`src/rtl/i2s_pkg.sv`:
```
// Shared definitions for the I2S receiver.
//   i2s_state_e                  : framing state (SYNC, LEFT, RIGHT)
//   WIDTH_DEFAULT                : default sample width per channel
//   SERIAL_TO_LEFT_RIGHT_DEFAULT : default sclk periods per ws period
package i2s_pkg;

    localparam int WIDTH_DEFAULT                = 8;
    localparam int SERIAL_TO_LEFT_RIGHT_DEFAULT = 64;

    typedef enum logic [1:0] {
        SYNC  = 2'd0,
        LEFT  = 2'd1,
        RIGHT = 2'd2
    } i2s_state_e;

endpackage

```
`src/rtl/sync_edge_detect.sv`:
```
// Two-flop synchroniser for one edge-detected signal plus N plain data bits.
//   mclk    : sampling clock
//   rst_n   : asynchronous active-low reset, clears every flop
//   edge_in : asynchronous signal whose rising edge is reported
//   data_in : asynchronous signals that are only synchronised
//   data_q  : synchronised data_in
//   rise    : high for one cycle when synchronised edge_in goes 0 -> 1
module sync_edge_detect #(
    parameter int N = 1
) (
    input  logic         mclk,
    input  logic         rst_n,
    input  logic         edge_in,
    input  logic [N-1:0] data_in,
    output logic [N-1:0] data_q,
    output logic         rise
);

    // bit 0 carries edge_in, bits N:1 carry data_in, so all inputs see
    // identical synchroniser latency
    logic [N:0] s0;
    logic [N:0] s1;
    logic       edge_d;

    always_ff @(posedge mclk or negedge rst_n) begin
        if (!rst_n) begin
            s0     <= '0;
            s1     <= '0;
            edge_d <= 1'b0;
        end else begin
            s0     <= {data_in, edge_in};
            s1     <= s0;
            edge_d <= s1[0];
        end
    end

    assign data_q = s1[N:1];
    assign rise   = s1[0] & ~edge_d;

endmodule

```
`src/rtl/i2s_receiver.sv`:
```
// I2S slave receiver, oversampled in the mclk domain.
//   mclk, rst_n          : clock, asynchronous active-low reset
//   sclk, ws, sd_rx      : I2S bus inputs (asynchronous to mclk)
//   rx_data_l, rx_data_r : captured stereo frame
//   rx_valid / rx_ready  : frame handshake, data held until accepted
//   overrun              : one-cycle pulse, completed frame dropped
//   sync_err             : one-cycle pulse, framing error, back to SYNC
module i2s_receiver
    import i2s_pkg::*;
#(
    parameter int WIDTH                = WIDTH_DEFAULT,
    parameter int SERIAL_TO_LEFT_RIGHT = SERIAL_TO_LEFT_RIGHT_DEFAULT
) (
    input  logic             mclk,
    input  logic             rst_n,
    input  logic             sclk,
    input  logic             ws,
    input  logic             sd_rx,
    output logic [WIDTH-1:0] rx_data_l,
    output logic [WIDTH-1:0] rx_data_r,
    output logic             rx_valid,
    input  logic             rx_ready,
    output logic             overrun,
    output logic             sync_err
);

    localparam int BW   = $clog2(WIDTH + 1);
    localparam int HW   = $clog2(SERIAL_TO_LEFT_RIGHT) + 1;
    localparam int HALF = SERIAL_TO_LEFT_RIGHT / 2;

    logic [1:0]       sync_q;
    logic             ws_s;
    logic             sd_s;
    logic             cap;

    i2s_state_e       state;
    logic             ws_last;
    logic [BW-1:0]    bit_cnt;
    logic [HW-1:0]    half_cnt;
    logic [WIDTH-1:0] sh_l;
    logic [WIDTH-1:0] sh_r;

    logic             ws_tr;
    logic             bit_full;
    logic             half_ovf;
    logic             shift_en;
    logic             frame_done;
    logic             err;

    sync_edge_detect #(.N(2)) u_sync (
        .mclk    (mclk),
        .rst_n   (rst_n),
        .edge_in (sclk),
        .data_in ({sd_rx, ws}),
        .data_q  (sync_q),
        .rise    (cap)
    );

    assign ws_s = sync_q[0];
    assign sd_s = sync_q[1];

    // ws is compared against its value at the previous capture, so only
    // transitions seen at sclk rising edges count
    assign ws_tr      = cap & (ws_s != ws_last);
    assign bit_full   = (bit_cnt == BW'(WIDTH));
    // counter already at HALF: one more edge without ws change exceeds it
    assign half_ovf   = cap & ~ws_tr & (state != SYNC) & (half_cnt >= HW'(HALF));
    assign shift_en   = cap & ~ws_tr & ~half_ovf & (state != SYNC) & ~bit_full;
    assign frame_done = shift_en & (state == RIGHT) & (bit_cnt == BW'(WIDTH - 1));
    assign err        = (state != SYNC) & ((ws_tr & ~bit_full) | half_ovf);

    always_ff @(posedge mclk or negedge rst_n) begin
        if (!rst_n) begin
            state    <= SYNC;
            ws_last  <= 1'b0;
            bit_cnt  <= '0;
            half_cnt <= '0;
            sh_l     <= '0;
            sh_r     <= '0;
            sync_err <= 1'b0;
        end else begin
            sync_err <= err;
            if (cap) ws_last <= ws_s;
            if (err) begin
                state    <= SYNC;
                bit_cnt  <= '0;
                half_cnt <= '0;
                sh_l     <= '0;
                sh_r     <= '0;
            end else if (ws_tr) begin
                // the bit carried on the ws-change edge is the one-bit delay
                // slot and is not shifted in
                bit_cnt  <= '0;
                half_cnt <= '0;
                case (state)
                    SYNC:    if (!ws_s) state <= LEFT;
                    LEFT:    state <= RIGHT;
                    RIGHT:   state <= LEFT;
                    default: state <= SYNC;
                endcase
            end else if (cap && state != SYNC) begin
                half_cnt <= half_cnt + HW'(1);
                if (shift_en) begin
                    bit_cnt <= bit_cnt + BW'(1);
                    if (state == LEFT) sh_l <= {sh_l[WIDTH-2:0], sd_s};
                    else               sh_r <= {sh_r[WIDTH-2:0], sd_s};
                end
            end
        end
    end

    // output holding register; a frame completing on an accepting cycle
    // replaces the accepted one without a bubble
    always_ff @(posedge mclk or negedge rst_n) begin
        if (!rst_n) begin
            rx_data_l <= '0;
            rx_data_r <= '0;
            rx_valid  <= 1'b0;
            overrun   <= 1'b0;
        end else begin
            overrun <= 1'b0;
            if (frame_done) begin
                if (!rx_valid || rx_ready) begin
                    rx_data_l <= sh_l;
                    rx_data_r <= {sh_r[WIDTH-2:0], sd_s};
                    rx_valid  <= 1'b1;
                end else begin
                    overrun <= 1'b1;
                end
            end else if (rx_valid && rx_ready) begin
                rx_valid <= 1'b0;
            end
        end
    end

endmodule

```
`config.mk`:
```
export PLATFORM = sky130hd
export DESIGN_NAME = i2s_receiver
export DESIGN_NICKNAME = d
export VERILOG_FILES = /design/src/rtl/i2s_pkg.sv /design/src/rtl/sync_edge_detect.sv /design/src/rtl/i2s_receiver.sv
export SDC_FILE = /design/constraint.sdc
export NUM_CORES = 1
export LEC_CHECK = 0
export ABC_AREA = 1
export CORE_MARGIN = 2
export CORE_UTILIZATION = 30
export CTS_CLUSTER_SIZE = 30
export DETAILED_ROUTE_END_ITERATION = 10
export PLACE_DENSITY_LB_ADDON = 0.12
export SETUP_SLACK_MARGIN = 0.4
export SLEW_MARGIN = 40
export SYNTH_ARGS = -nofsm -noshare
export SYNTH_HDL_FRONTEND = slang
export SYNTH_SLANG_ARGS = --single-unit
```
`constraint.sdc`:
```
create_clock -name mclk -period 3.1 [get_ports mclk]
set_input_delay 0.31 -clock mclk [delete_from_list [all_inputs] [get_ports mclk]]
set_output_delay 0.31 -clock mclk [all_outputs]
set_load 0.01 [all_outputs]
```
==> results.py <==
metrics = {
    "place": {
        "place_congestion": 0.728,
        "dp.final_hpwl_um": 3460,
        "io_buffers": 24,
    },
    "sta": {
        "timing.final.hold_violations": 0,
        "timing.clock.skew_ns": 0.00598,
        "worst_slew_pin_slew_ns": 0.638,
        "finalWorstPathRequiredPeriod_ns": 1.87,
        "hold_slack_ns": 0.357,
        "setup_viol_count_final": 0,
        "worst_slew_margin_rel_pct": 57.4,
        "post-route-period-util_pct": 60.4,
        "grt_setup_unrepaired": "false",
        "setup_total_negative_slack_ns": 0,
        "drv_slew": 0,
        "max_freq_mhz": 534,
    },
    "clocking": {
        "clock_latency_ns": 0.31,
        "postCtsSetupBuffers": 0,
        "cts_made_buffers": 5,
        "clock_path_buffers": 2,
        "hold_buffers": 1,
        "cts.reportedPaths.clkPinSlew_ns": 0.10,
        "tritoncts": "yes",
        "cts.sinks": 55,
        "htree_levels": 2,
        "post_cts_resized": 0,
        "cts_root_buf": "sky130_fd_sc_hd__clkbuf_8",
    },
    "worst_setup_path": {
        "timing.critical_path.arrival_ns": 2.10,
        "timing.critical_path.fanout_max": 10,
        "crit_type": "reg2reg",
        "cp-end-kind": "flip-flop",
        "startpoint_type": "flip-flop",
        "worst_ep_required_time_ns": 3.33,
    },
    "synth": {
        "synthCells": 308,
        "synth.yosys.warnings": 0,
        "netlist.area_leader.share_pct": 53.2,
        "netlist.top_cell.by_area": "sky130_fd_sc_hd__dfrtp_1",
        "synth_top_cells_by_area": "sky130_fd_sc_hd__dfrtp_1 53%, sky130_fd_sc_hd__nand2_1 10%, sky130_fd_sc_hd__inv_1 9.4%, sky130_fd_sc_hd__nand4_1 5.6%, sky130_fd_sc_hd__nand3_1 4.1%",
        "yosysUniqueCellTypes": 24,
        "netlist_area_um2": 2590,
        "syn-mean-instance-area_um2": 8.40,
        "post_syn_nets": 318,
        "postSynthRegisterBits": 55,
        "proportion_of_synthesized_chip_area_in_sequential_cells_pct": 53.2,
    },
    "routing": {
        "route.top_layer_used": "met4",
        "wire_per_inst_um": 11.4,
        "met3RoutedLength_um": 127,
        "drt-met1-wl_um": 2570,
        "postRouteAntennaNets": 0,
        "totalWireLength_um": 5030,
        "drt_iter0_markers": 35,
        "vias_per_cell": 4.32,
        "dr_wl_met2_um": 2260,
        "dr_total_vias": 1896,
        "drc": 0,
        "first_pass_iters": 4,
    },
    "grt": {
        "globalRoute.totalOverflow": 0,
        "grt_first_pass_wirelength_um": 8940,
        "global_route.usage.total_pct": 11.6,
        "first_global_vias": 1861,
        "grt_max_degree": 44,
        "antenna_found_initial": 0,
    },
    "pwr": {
        "power.static_leakage_nw": 1.48,
        "vdd.ir_drop.worst_mv": 0.218,
        "power_density_over_cell_area_nw_per_um2": 535,
    },
    "cells_and_area": {
        "fill_count": 871,
        "finish.net_count": 343,
        "layout_cell_share_with_drive_strength_beyond_1_pct": 7.19,
        "syn_to_final_growth_pct": 17.1,
        "n_antenna_cell": 0,
    },
    "floorplan": {
        "initial_cell_density_of_the_core_pct": 31.2,
        "placeable_area_um2": 8300,
        "io_pins": 25,
        "fp.dieArea_um2": 9380,
        "die_width_um": 96.9,
        "die-height_um": 96.9,
        "fp_rows": 33,
    },
    "min_path": {
        "worstHoldPathType": "reg2reg",
    },
    "outcome": {
        "status": "finished clean",
    },
    "job": {
        "max-cap-violations": 0,
    },
}
==> critical path, cell delays in order, from the launching register on <==
cell	delay [ns]
sky130_fd_sc_hd__dfrtp_1	0.43
sky130_fd_sc_hd__inv_1	0.09
sky130_fd_sc_hd__ha_1	0.16
sky130_fd_sc_hd__nand2_1	0.05
sky130_fd_sc_hd__nor2_1	0.12
sky130_fd_sc_hd__nand2_1	0.07
sky130_fd_sc_hd__nand3_1	0.28
sky130_fd_sc_hd__buf_4	0.25
sky130_fd_sc_hd__nand2_2	0.16
sky130_fd_sc_hd__nor3_1	0.18
==> layout by cell type (no fill, tap or decap) <==
cell type	count
sky130_fd_sc_hd__a21oi_1	5
sky130_fd_sc_hd__xor2_1	3
sky130_fd_sc_hd__o21ai_1	13
sky130_fd_sc_hd__inv_2	3
sky130_fd_sc_hd__nand3_4	1
sky130_fd_sc_hd__clkinv_2	1
sky130_fd_sc_hd__nand4_1	23
sky130_fd_sc_hd__nand2_2	4
sky130_fd_sc_hd__nand3_2	1
sky130_fd_sc_hd__nand3_1	21
sky130_fd_sc_hd__nand2_1	72
sky130_fd_sc_hd__buf_4	4
sky130_fd_sc_hd__nand3b_1	1
sky130_fd_sc_hd__nor2_4	1
sky130_fd_sc_hd__clkinv_4	1
sky130_fd_sc_hd__bufinv_16	1
sky130_fd_sc_hd__clkdlybuf4s50_1	23
sky130_fd_sc_hd__nor2_8	1
sky130_fd_sc_hd__dfrtp_1	55
sky130_fd_sc_hd__clkbuf_8	5
sky130_fd_sc_hd__nor3_1	6
sky130_fd_sc_hd__inv_1	65
sky130_fd_sc_hd__dlygate4sd3_1	1
sky130_fd_sc_hd__nor2_2	1
sky130_fd_sc_hd__nor2_1	15
sky130_fd_sc_hd__ha_1	4
sky130_fd_sc_hd__o21ai_0	3
==> kinds of logic (layout without fill, tap and decap cells) <==
logic type	after synthesis	count (layout)	share of synthesized area, %
AOI/OAI and AO/OA	21	21	4.06
DFF	55	55	53.2
and+or+nand+nor	147	147	27.2
buffers and inverters	78	104	12.6
xor gates and xnor gates	3	3	1.02
adders and majority gates	4	4	1.93
==> layer usage <==
layer | global-route usage, % | vias to the layer above
li1 | - | 1004
met1 | 16.0 | 867
met2 | 18.2 | 21
met3 | 2.38 | 4
met4 | 4.23 | 0
met5 | 0 | -
==> sequential cells by signal, indices dropped and copies added (netlist names) <==
name and flops:
bit_cnt 4, sync_err 1, state 2, rx_data_r 8
u_sync.s1 3, sh_r 7, rx_valid 1, overrun 1
u_sync.edge_d 1, half_cnt 7, rx_data_l 8, sh_l 8
ws_last 1, u_sync.s0 3
==> metrics by stage <==
step                      total power, W  setup WS (ns)  cell area (um2)  instances  util, %
after global placement           0.00115           1.22             2910        430     35.0
after floorplan                  0.00107           1.69             2590        308        -
final                            0.00162           1.23             3030        439     36.5
after CTS                        0.00164           1.17             3030        439     36.5
after detailed placement         0.00115           1.21             2910        430     35.0
after global routing             0.00173          0.973             3030        439     36.5
==> layout make-up <==
class | count | area (um2) | area share [%]
sequential | 55 | 1380 | 45.4
multi-input combinational | 175 | 885 | 29.2
timing repair buffer | 28 | 270 | 8.92
inverter | 68 | 255 | 8.42
tap | 105 | 131 | 4.34
clock buffer | 5 | 68.8 | 2.27
clock inverter | 3 | 43.8 | 1.45
==> synth_stat cells, drive strengths merged <==
| cell | count |
|---|---|
| buf | 9 |
| nand3b | 1 |
| o21ai | 16 |
| xor2 | 3 |
| dfrtp | 55 |
| nor2 | 18 |
| inv | 68 |
| nand3 | 23 |
| nand4 | 23 |
| clkbuf | 1 |
| a21oi | 5 |
| nand2 | 76 |
| nor3 | 6 |
| ha | 4 |
==> path summary, 6_finish.rpt <==
kind	slack [ns]	depth (start not counted)	start	end
setup / recovery	1.23	9	bit_cnt[0]	half_cnt[3]
hold reg to reg	0.36	0	u_sync.s0[0]	u_sync.s1[0]
hold / removal	0.36	0	u_sync.s0[0]	u_sync.s1[0]
max in group asynchronous	1.99	3	rst_n	sh_l[5]
min in group asynchronous	0.52	2	rst_n	sh_l[2]
setup reg to reg	1.23	9	bit_cnt[0]	half_cnt[3]
==> power by group <==
group | internal [W] | switching (W) | leakage (nW) | total (W)
logic | 0.0000917 | 0.000204 | 0.759 | 0.000296
clock network | 0.000241 | 0.000245 | 0.0581 | 0.000486
registers | 0.000785 | 0.0000532 | 0.661 | 0.000839
total | 0.00112 | 0.000502 | 1.48 | 0.00162
No activity file was read; power rests on OpenSTA's default activity.
